File: config.mk
export PLATFORM = sky130hd
export DESIGN_NAME = pcie_tx_arbiter
export DESIGN_NICKNAME = d
export VERILOG_FILES = /design/src/rtl/pcie_tx_arb_pkg.sv /design/src/rtl/pcie_tx_arbiter_rr_pick.sv /design/src/rtl/pcie_tx_arbiter.sv
export SDC_FILE = /design/constraint.sdc
export NUM_CORES = 1
export LEC_CHECK = 0
export CORE_AREA = 5 5 111 113
export CTS_CLUSTER_DIAMETER = 30
export CTS_CLUSTER_SIZE = 30
export DETAILED_ROUTE_END_ITERATION = 10
export DIE_AREA = 0 0 116 118
export GPL_TIMING_DRIVEN = 0
export PLACE_DENSITY_LB_ADDON = 0.2
export SLEW_MARGIN = 10
export SYNTH_ARGS = -nofsm -noshare
export SYNTH_HDL_FRONTEND = slang
export SYNTH_SLANG_ARGS = --single-unit
File: constraint.sdc
create_clock -name clock -period 2.8 [get_ports clock]
set_clock_uncertainty 0.2 [all_clocks]
set_input_delay 0.42 -clock clock [delete_from_list [all_inputs] [get_ports clock]]
set_output_delay 0.42 -clock clock [all_outputs]
set_load 0.01 [all_outputs]
File: src/rtl/pcie_tx_arb_pkg.sv
// Shared types and widths for the PCIe TX requester arbiter.
package pcie_tx_arb_pkg;
  localparam int TLP_DW    = 64;
  localparam int PKT_CNT_W = 16;

  typedef enum logic [1:0] {
    IDLE    = 2'd0,
    GRANT   = 2'd1,
    OFF_ACK = 2'd2
  } arb_state_e;
endpackage

File: src/rtl/pcie_tx_arbiter_rr_pick.sv
// Combinational round-robin pick: first requester above last_owner, wrapping,
// so last_owner itself is considered last.
module rr_pick #(
  parameter int NREQ = 3,
  parameter int IDXW = 2
) (
  input  logic [NREQ-1:0] req,
  input  logic [IDXW-1:0] last_owner,
  output logic [NREQ-1:0] pick,
  output logic            valid
);
  logic [IDXW-1:0] idx;

  always_comb begin
    pick  = '0;
    valid = 1'b0;
    idx   = '0;
    for (int k = 1; k <= NREQ; k++) begin
      idx = IDXW'((int'(last_owner) + k) % NREQ);
      if (!valid && req[idx]) begin
        pick[idx] = 1'b1;
        valid     = 1'b1;
      end
    end
  end
endmodule

File: src/rtl/pcie_tx_arbiter.sv
// Packet-granular round-robin mux of NREQ TLP requesters onto the PCIe core TX
// stream, with turn-off handshake and a sent-TLP counter.
module pcie_tx_arbiter
  import pcie_tx_arb_pkg::*;
#(
  parameter int NREQ = 3
) (
  input  logic                   clock,
  input  logic                   reset_n,
  input  logic [NREQ-1:0]        req_tvalid,
  input  logic [NREQ-1:0]        req_tlast,
  input  logic [NREQ-1:0]        req_1dw,
  input  logic [TLP_DW*NREQ-1:0] req_tdata,
  output logic [NREQ-1:0]        req_tready,
  input  logic                   s_axis_tx_tready,
  output logic [TLP_DW-1:0]      s_axis_tx_tdata,
  output logic                   s_axis_tx_1dw,
  output logic                   s_axis_tx_tlast,
  output logic                   s_axis_tx_tvalid,
  output logic [NREQ-1:0]        grant,
  input  logic                   cfg_to_turnoff,
  output logic                   cfg_turnoff_ok,
  output logic [PKT_CNT_W-1:0]   pkt_count
);
  localparam int IDXW = $clog2(NREQ);

  arb_state_e      state, state_nxt;
  logic [NREQ-1:0] grant_nxt;
  logic [IDXW-1:0] last_owner, owner_idx, pick_last;
  logic [NREQ-1:0] pick;
  logic            pick_vld;
  logic            to_q, to_rise, turnoff_pending, pend_eff;
  logic            fire;

  assign to_rise  = cfg_to_turnoff & ~to_q;
  // A turn-off edge arriving on a final beat must already block the re-grant.
  assign pend_eff = turnoff_pending | to_rise;

  // grant is zero outside GRANT, so every routed output falls to 0 there.
  always_comb begin
    owner_idx       = '0;
    s_axis_tx_tdata = '0;
    for (int i = 0; i < NREQ; i++) begin
      if (grant[i]) begin
        owner_idx       = IDXW'(i);
        s_axis_tx_tdata = req_tdata[i*TLP_DW +: TLP_DW];
      end
    end
  end

  assign s_axis_tx_tvalid = |(grant & req_tvalid);
  assign s_axis_tx_tlast  = |(grant & req_tlast);
  assign s_axis_tx_1dw    = |(grant & req_1dw);
  assign req_tready       = grant & {NREQ{s_axis_tx_tready}};
  assign cfg_turnoff_ok   = (state == OFF_ACK);

  assign fire      = (state == GRANT) & s_axis_tx_tvalid & s_axis_tx_tready & s_axis_tx_tlast;
  assign pick_last = (state == GRANT) ? owner_idx : last_owner;

  rr_pick #(.NREQ(NREQ), .IDXW(IDXW)) u_rr_pick (
    .req        (req_tvalid),
    .last_owner (pick_last),
    .pick       (pick),
    .valid      (pick_vld)
  );

  always_comb begin
    state_nxt = state;
    grant_nxt = grant;
    case (state)
      IDLE: begin
        if (pend_eff) begin
          state_nxt = OFF_ACK;
        end else if (pick_vld) begin
          state_nxt = GRANT;
          grant_nxt = pick;
        end
      end
      GRANT: begin
        if (fire) begin
          if (pick_vld && !pend_eff) begin
            grant_nxt = pick;
          end else begin
            state_nxt = IDLE;
            grant_nxt = '0;
          end
        end
      end
      OFF_ACK: begin
        state_nxt = IDLE;
        grant_nxt = '0;
      end
      default: begin
        state_nxt = IDLE;
        grant_nxt = '0;
      end
    endcase
  end

  always_ff @(posedge clock or negedge reset_n) begin
    if (!reset_n) begin
      state           <= IDLE;
      grant           <= '0;
      last_owner      <= IDXW'(NREQ-1);
      pkt_count       <= '0;
      to_q            <= 1'b0;
      turnoff_pending <= 1'b0;
    end else begin
      state <= state_nxt;
      grant <= grant_nxt;
      to_q  <= cfg_to_turnoff;
      if (fire) begin
        last_owner <= owner_idx;
        pkt_count  <= pkt_count + PKT_CNT_W'(1);
      end
      if (state == OFF_ACK) turnoff_pending <= to_rise;
      else if (to_rise)     turnoff_pending <= 1'b1;
    end
  end
endmodule

* Word level (Yosys, flattened, before mapping)
Index checks and enable logic that the tools add are counted.
** Word-level totals
- Register bits after elaboration :: 25
- Input port bits :: 205
- Output and inout port bits :: 90
- Word-level logic and storage cells :: 90
** Cells by class
- $add $sub $neg :: 4
- Divide/modulo/power cells :: 3
- Magnitude comparators :: 6
- Equality and inequality tests :: 7
- Multiplexer cells :: 36
- Bitwise operators :: 12
- Reductions and logical operators :: 16
** Operators by type and width (count)
- 64-bit 2-to-1 mux :: 3
- 32-bit by 3-bit remainder unit with 32-bit output, second input constant :: 3
- 3-bit 2-to-1 mux :: 7
- 16-bit by 1-bit adder with 16-bit output, second input constant :: 1
- 3-bit AND :: 4
- 1-bit 2-to-1 mux :: 12
- 2-bit 2-to-1 mux :: 6
- 2-bit by 3-bit less-than comparator with 1-bit output, second input constant :: 3
- 3-bit OR reduction :: 3
- 2-bit != test, second input constant :: 4
- 2-bit by 2-bit adder with 3-bit output, second input constant :: 2
- 1-bit binary-select mux with 2-bit select :: 3
- 1-bit demux with 2-bit select :: 3
- 2-bit by 1-bit >= comparator with 1-bit output, second input constant :: 3
- 1-bit logical AND :: 6
- 3-bit OR :: 2
- 3-bit one-hot mux with 2 select lines :: 1
- 3-bit AND reduction :: 2
- 1-bit AND :: 4
- 2-bit one-hot mux with 2 select lines :: 1
- 2-bit by 1-bit adder with 3-bit output, second input constant :: 1
- 1-bit zero test :: 3
- 3-bit != test, second input constant :: 1
- 2-bit by 1-bit equality test with 1-bit output, second input constant :: 1
- other kinds (5) :: 5

* Longest topological paths before layout
- Depth after elaboration :: 18
- Mapped depth :: 11
- Mapped depth without buffers :: 10

* Modules after synthesis
A second synthesis with hierarchy kept.
** Second synthesis, totals
- Cells, all modules :: 379
- Area total of the unflattened synthesis :: 2645.0 um^2
** Modules (own cells, without submodules)
- pcie_tx_arbiter :: instances 1, cells each 340, area each 2377.3 um^2, seq. area each 626.9 um^2
- rr_pick :: instances 1, cells each 39, area each 267.8 um^2, seq. area each 0.0 um^2

* Least setup slack after synthesis
No wires, ideal clock.
- Kind :: register -> register
- Start point :: register state[1]
- End point :: register grant[0]
- Library setup time :: 0.141 ns
- Arrival :: 2.497 ns
- Slack :: -0.038 ns
- Cell stages (with the launch flop) :: 9
- Buffers on the path :: 0
- Clock period less this slack :: 2.838 ns
- Cells stage by stage :: dfrtp_1 nor2b_2 mux2_2 ha_1 mux2i_1 o22ai_2 o41ai_4 mux2i_1 o311ai_2
** Between the ends
- Cells in the longest elaborated chain, start to end :: 17
- Elaborated cells on any way between the ends :: 55
- Classes of those cells :: add/sub: 3; div: 3; order compare: 6; eq/ne: 4; mux: 24; bitwise: 5; reduce/logical: 10
** Ends and longest elaborated chain
- start, declared :: line pcie_tx_arbiter.sv:27 : arb_state_e state, state_nxt;
- start signal, assigned :: line pcie_tx_arbiter.sv:109 : state <= state_nxt;
- parallel branches: the longest is 17 deep, another holds 32-bit by 3-bit remainder unit with 32-bit output
- end signal, assigned :: line pcie_tx_arbiter.sv:110 : grant <= grant_nxt;
- end, declared :: line pcie_tx_arbiter.sv:20 : output logic [NREQ-1:0] grant,
Several ways; the timed one is not identified. The select of a mux whose other input is x is not followed.
A chain may end at the register's enable or synchronous reset.

* Worst setup path in the final report
- Start point :: register state[1]
- End point :: register grant[1]
Same word-level chain as after synthesis.

==> key figures <==
Routing
  – Final WL: around 17 mm
  – Initial DRC Count: 188
  – DRC Markers: 0
  – Final ANT Viol Nets: 0
  – Via density per instance: 5.07
  – Drt wl/cell: 20.2 um
  – Drt pass-1 iters: 6
  – Vias: roughly 4200

Floorplan
  – # IOs: 295
  – Die Wd: 116 um
  – Site Rows: 39
  – Die Ht: 118 um
  – Core Area: 11200 um^2
  – Initial core utilization: 24.0%
  – Die Area: around 14000 um^2

Clock network
  – Skew-Pair Late Insertion Delay: ~0.26 ns
  – Num CTS Buffers: 3
  – CTS tree: built
  – Root buffer cell: clkbuf_16
  – Deepest clock path buffer count: 2
  – Max H-tree Level: 1
  – Clk slew on worst S/H paths: 0.06 ns
  – Sink Count: 25

Pwr
  – Switching fraction of total power: 44.6%
  – Int Power: 2.15 mW
  – P per Cell Area: 622 nW/um^2
  – Clock share of power: 8.1%
  – Leakage: roughly 2.8 nW
  – Flop pwr share: 12.1%
  – Switching pwr: 1.73 mW
  – Comb pwr share: 79.8%
  – Total power: around 3.9 mW
  – Maximum vdd drop: 0.305 mV

Logic synthesis
  – Simple-Gate Fraction of Synth Area: a little over a fifth
  – Avg Inst Size Synth: 7.25 um^2
  – Compound-cell area share of the yosys netlist: 37.5%
  – Post-synthesis adder-cell area fraction: 2.32%
  – FF+latch count, synth: 25
  – Post-Syn Area: about 2700 um^2
  – Top FF cell, synth: dfrtp_1
  – Post-synthesis mux area share: 3.95%
  – Register area share after synthesis: between 20% and 30%
  – Post-Synthesis Cells: 371
  – Mapped Nets: 581
  – XOR/XNOR Fraction of Synth Area: 4.88%
  – Synth Warn #: 0
  – Post-synth ARST share: 100%
  – Yosys cell types: 46
  – Post-synth EDFFs: 0
  – Largest family of logic cells by synthesized area: compound AO/OA/AOI/OAI gates

Job
  – Max Cap Viol: 0

Layout
  – Register area: 629 um^2
  – Cell Count, Final, Fillers Out: 831
  – Most common cell after layout, fill and taps aside: clkdlybuf4s50_1
  – ANT cells: 0
  – Area delta synth->final: 132%
  – Fill count: 1083
  – Commonest non-fill, non-tap cells in the layout: 242 x clkdlybuf4s50_1, 80 x nand2_1, 64 x a22oi_1
  – Multi-input gate area: 2000 um^2
  – Fin nets: about 900
  – Layout cells sized above 1: between 10% and 20%

Setup path
  – CP Max Fanout: 4
  – Critical path launch point: state[1]$_DFFE_PN0P_
  – Crit path DAT: 2.78 ns
  – R2R Path Start: state[1]$_DFFE_PN0P_
  – Startpoint type of the worst setup path: flip-flop
  – Crit Path Class: reg -> reg
  – Worst Path Required: 2.78 ns
  – CP endpoint kind: flip-flop

Timing
  – Relative slew margins: between 60% and 70%
  – Tcrit/Tclk final: 100%
  – Final setup margin: -0.00823 ns
  – Final setup viols: 2
  – Final Hold Fails: 0
  – Slew Viols, Final: 0
  – Max Fclk: 356 MHz
  – RSZ-0062 raised after global routing: yes
  – Fin crit period: around 2.8 ns
  – Worst-Margin Slew: 0.565 ns

GRT
  – GR met2 Demand/Resource: between 30% and 40%
  – Largest net degree at the start of global routing: 26
  – Gr ovfl total: 0
  – Vias in the first global route: 4259
  – GR Util met3: 8.23%
  – Met1 Track Usage GR: between 20% and 30%
  – Most Crowded Layer GR: met2
  – Global Route Usage Sum: a little under a quarter
  – First-pass GRT wire length: 24.3 mm
  – Antenna violations before repair: 0

Placement
  – Final HPWL DP: ~14 mm
  – Number of port buffers: 294
  – GP Congestion: 0.914
  – Placed Cells: about 810

Hold path
  – Hold_sp: pkt_count[15]$_DFFE_PN0P_
  – Min-Delay Path Class: reg -> reg

Outcome
  – Failing checks: negative setup slack
  – Outcome: complete, but fails checks
[cell type report]
type	count	area share [%]
clock inverters	1	0.120
plain buffers	32	3.27
flip-flops and latches	25	10.1
repair buffers	313	49.7
clock buffers	3	1.20
multi-input cells	303	32.1
well taps	143	2.87
inverters	11	0.662
[synthesized netlist by cell type, types with 2 or more instances]
library cell  number  share of area (%)
a211o_1            2               0.65
a21oi_1            3               0.56
a222oi_1           3                1.1
a22oi_1           64                 18
a31oi_1            3               0.70
and2_1             3               0.70
buf_1              4               0.56
clkbuf_1          25                3.5
dfrtp_1           24                 22
ha_1               5                2.3
inv_1             11                1.5
mux2_2             5                2.1
mux2i_1            5                1.9
nand2_1           80                 11
nand2b_1           4               0.93
nand3_1            5               0.93
nand3b_1           2               0.56
nand4_1            4               0.93
nor2_1             7               0.98
nor2b_1            6                1.4
o21ai_0           68                 13
xnor2_1           10                3.3
xor2_1             5                1.6
[cells by family (layout without fill, tap and decap cells)]
logic type / Yosys count / count (layout)
xor+xnor: 15 / 15
flops: 25 / 25
fa+ha+maj: 5 / 5
buf+inv: 43 / 360
compound gates: 151 / 151
mux: 10 / 10
simple gates: 122 / 122
[critical path, cell delays in order, from the launching register on]
cell	delay (ns)
dfrtp_2	0.43
nor2b_4	0.21
mux2_4	0.34
ha_4	0.30
mux2i_4	0.23
o22ai_2	0.11
buf_4	0.15
o41ai_4	0.31
buf_4	0.20
nand3b_1	0.07
a31oi_1	0.17
[power groups by stage]
stage	Clock, mW	Combinational, mW	Sequential, mW
finish	0.316	3.10	0.469
global route	0.339	3.38	0.476
CTS	0.327	3.03	0.468
detailed placement	0	2.94	0.480
global placement	0	2.92	0.478
floorplan	0	1.27	0.468
[timing repair]
item / 4_1_cts / 5_1_grt
setup buffers: 12 / 6
pin swaps: 6 / 6
resized for setup: 77 / 41
gates cloned: 0 / 0
endpoints found under the hold margin: 0 / 15
endpoints found under the setup margin: 73 / 38
hold buffers: 0 / 1
[registers in the layout (all words and copies together) (netlist names)]
| name | count |
|---|---|
| pkt_count | 16 |
| grant | 3 |
| state | 2 |
| last_owner | 2 |
| to_q | 1 |
| turnoff_pending | 1 |
[through the flow]
stage	setup slack [ns]	instance area [um^2]	setup TNS (ns)	utilization [%]	hold slack [ns]
6_report	-0.00823	6240	-0.0147	55.6	0.273
3_5_place_dp	-0.781	5810	-17.33	51.8	0.268
4_1_cts	-0.0451	6060	-0.0709	54.0	0.277
3_3_place_gp	-0.717	5810	-16.00	51.8	0.264
5_1_grt	-0.121	6240	-0.345	55.6	0.297
2_1_floorplan	0.00239	2690	0	-	-0.0756
[path summary, 6_finish.rpt]
check | endpoint | slack, ns | cells past startpoint
max in group asynchronous | state[1]$_DFFE_PN0P_ | 1.48 | 2
worst min-delay path | pkt_count[15]$_DFFE_PN0P_ | 0.27 | 1
worst max-delay path | grant[1]$_DFFE_PN0P_ | -0.008 | 10
min in group asynchronous | pkt_count[0]$_DFFE_PN0P_ | 0.51 | 2
worst min register to register | pkt_count[15]$_DFFE_PN0P_ | 0.27 | 1
worst max register to register | grant[1]$_DFFE_PN0P_ | -0.008 | 10
[routing by layer]
layer	up-vias	part of all wire (%)
met4	0	2.8
li1	1997	-
met2	216	49
met3	29	11
met5	-	0
met1	1972	37
No activity file was read; power rests on OpenSTA's default activity.
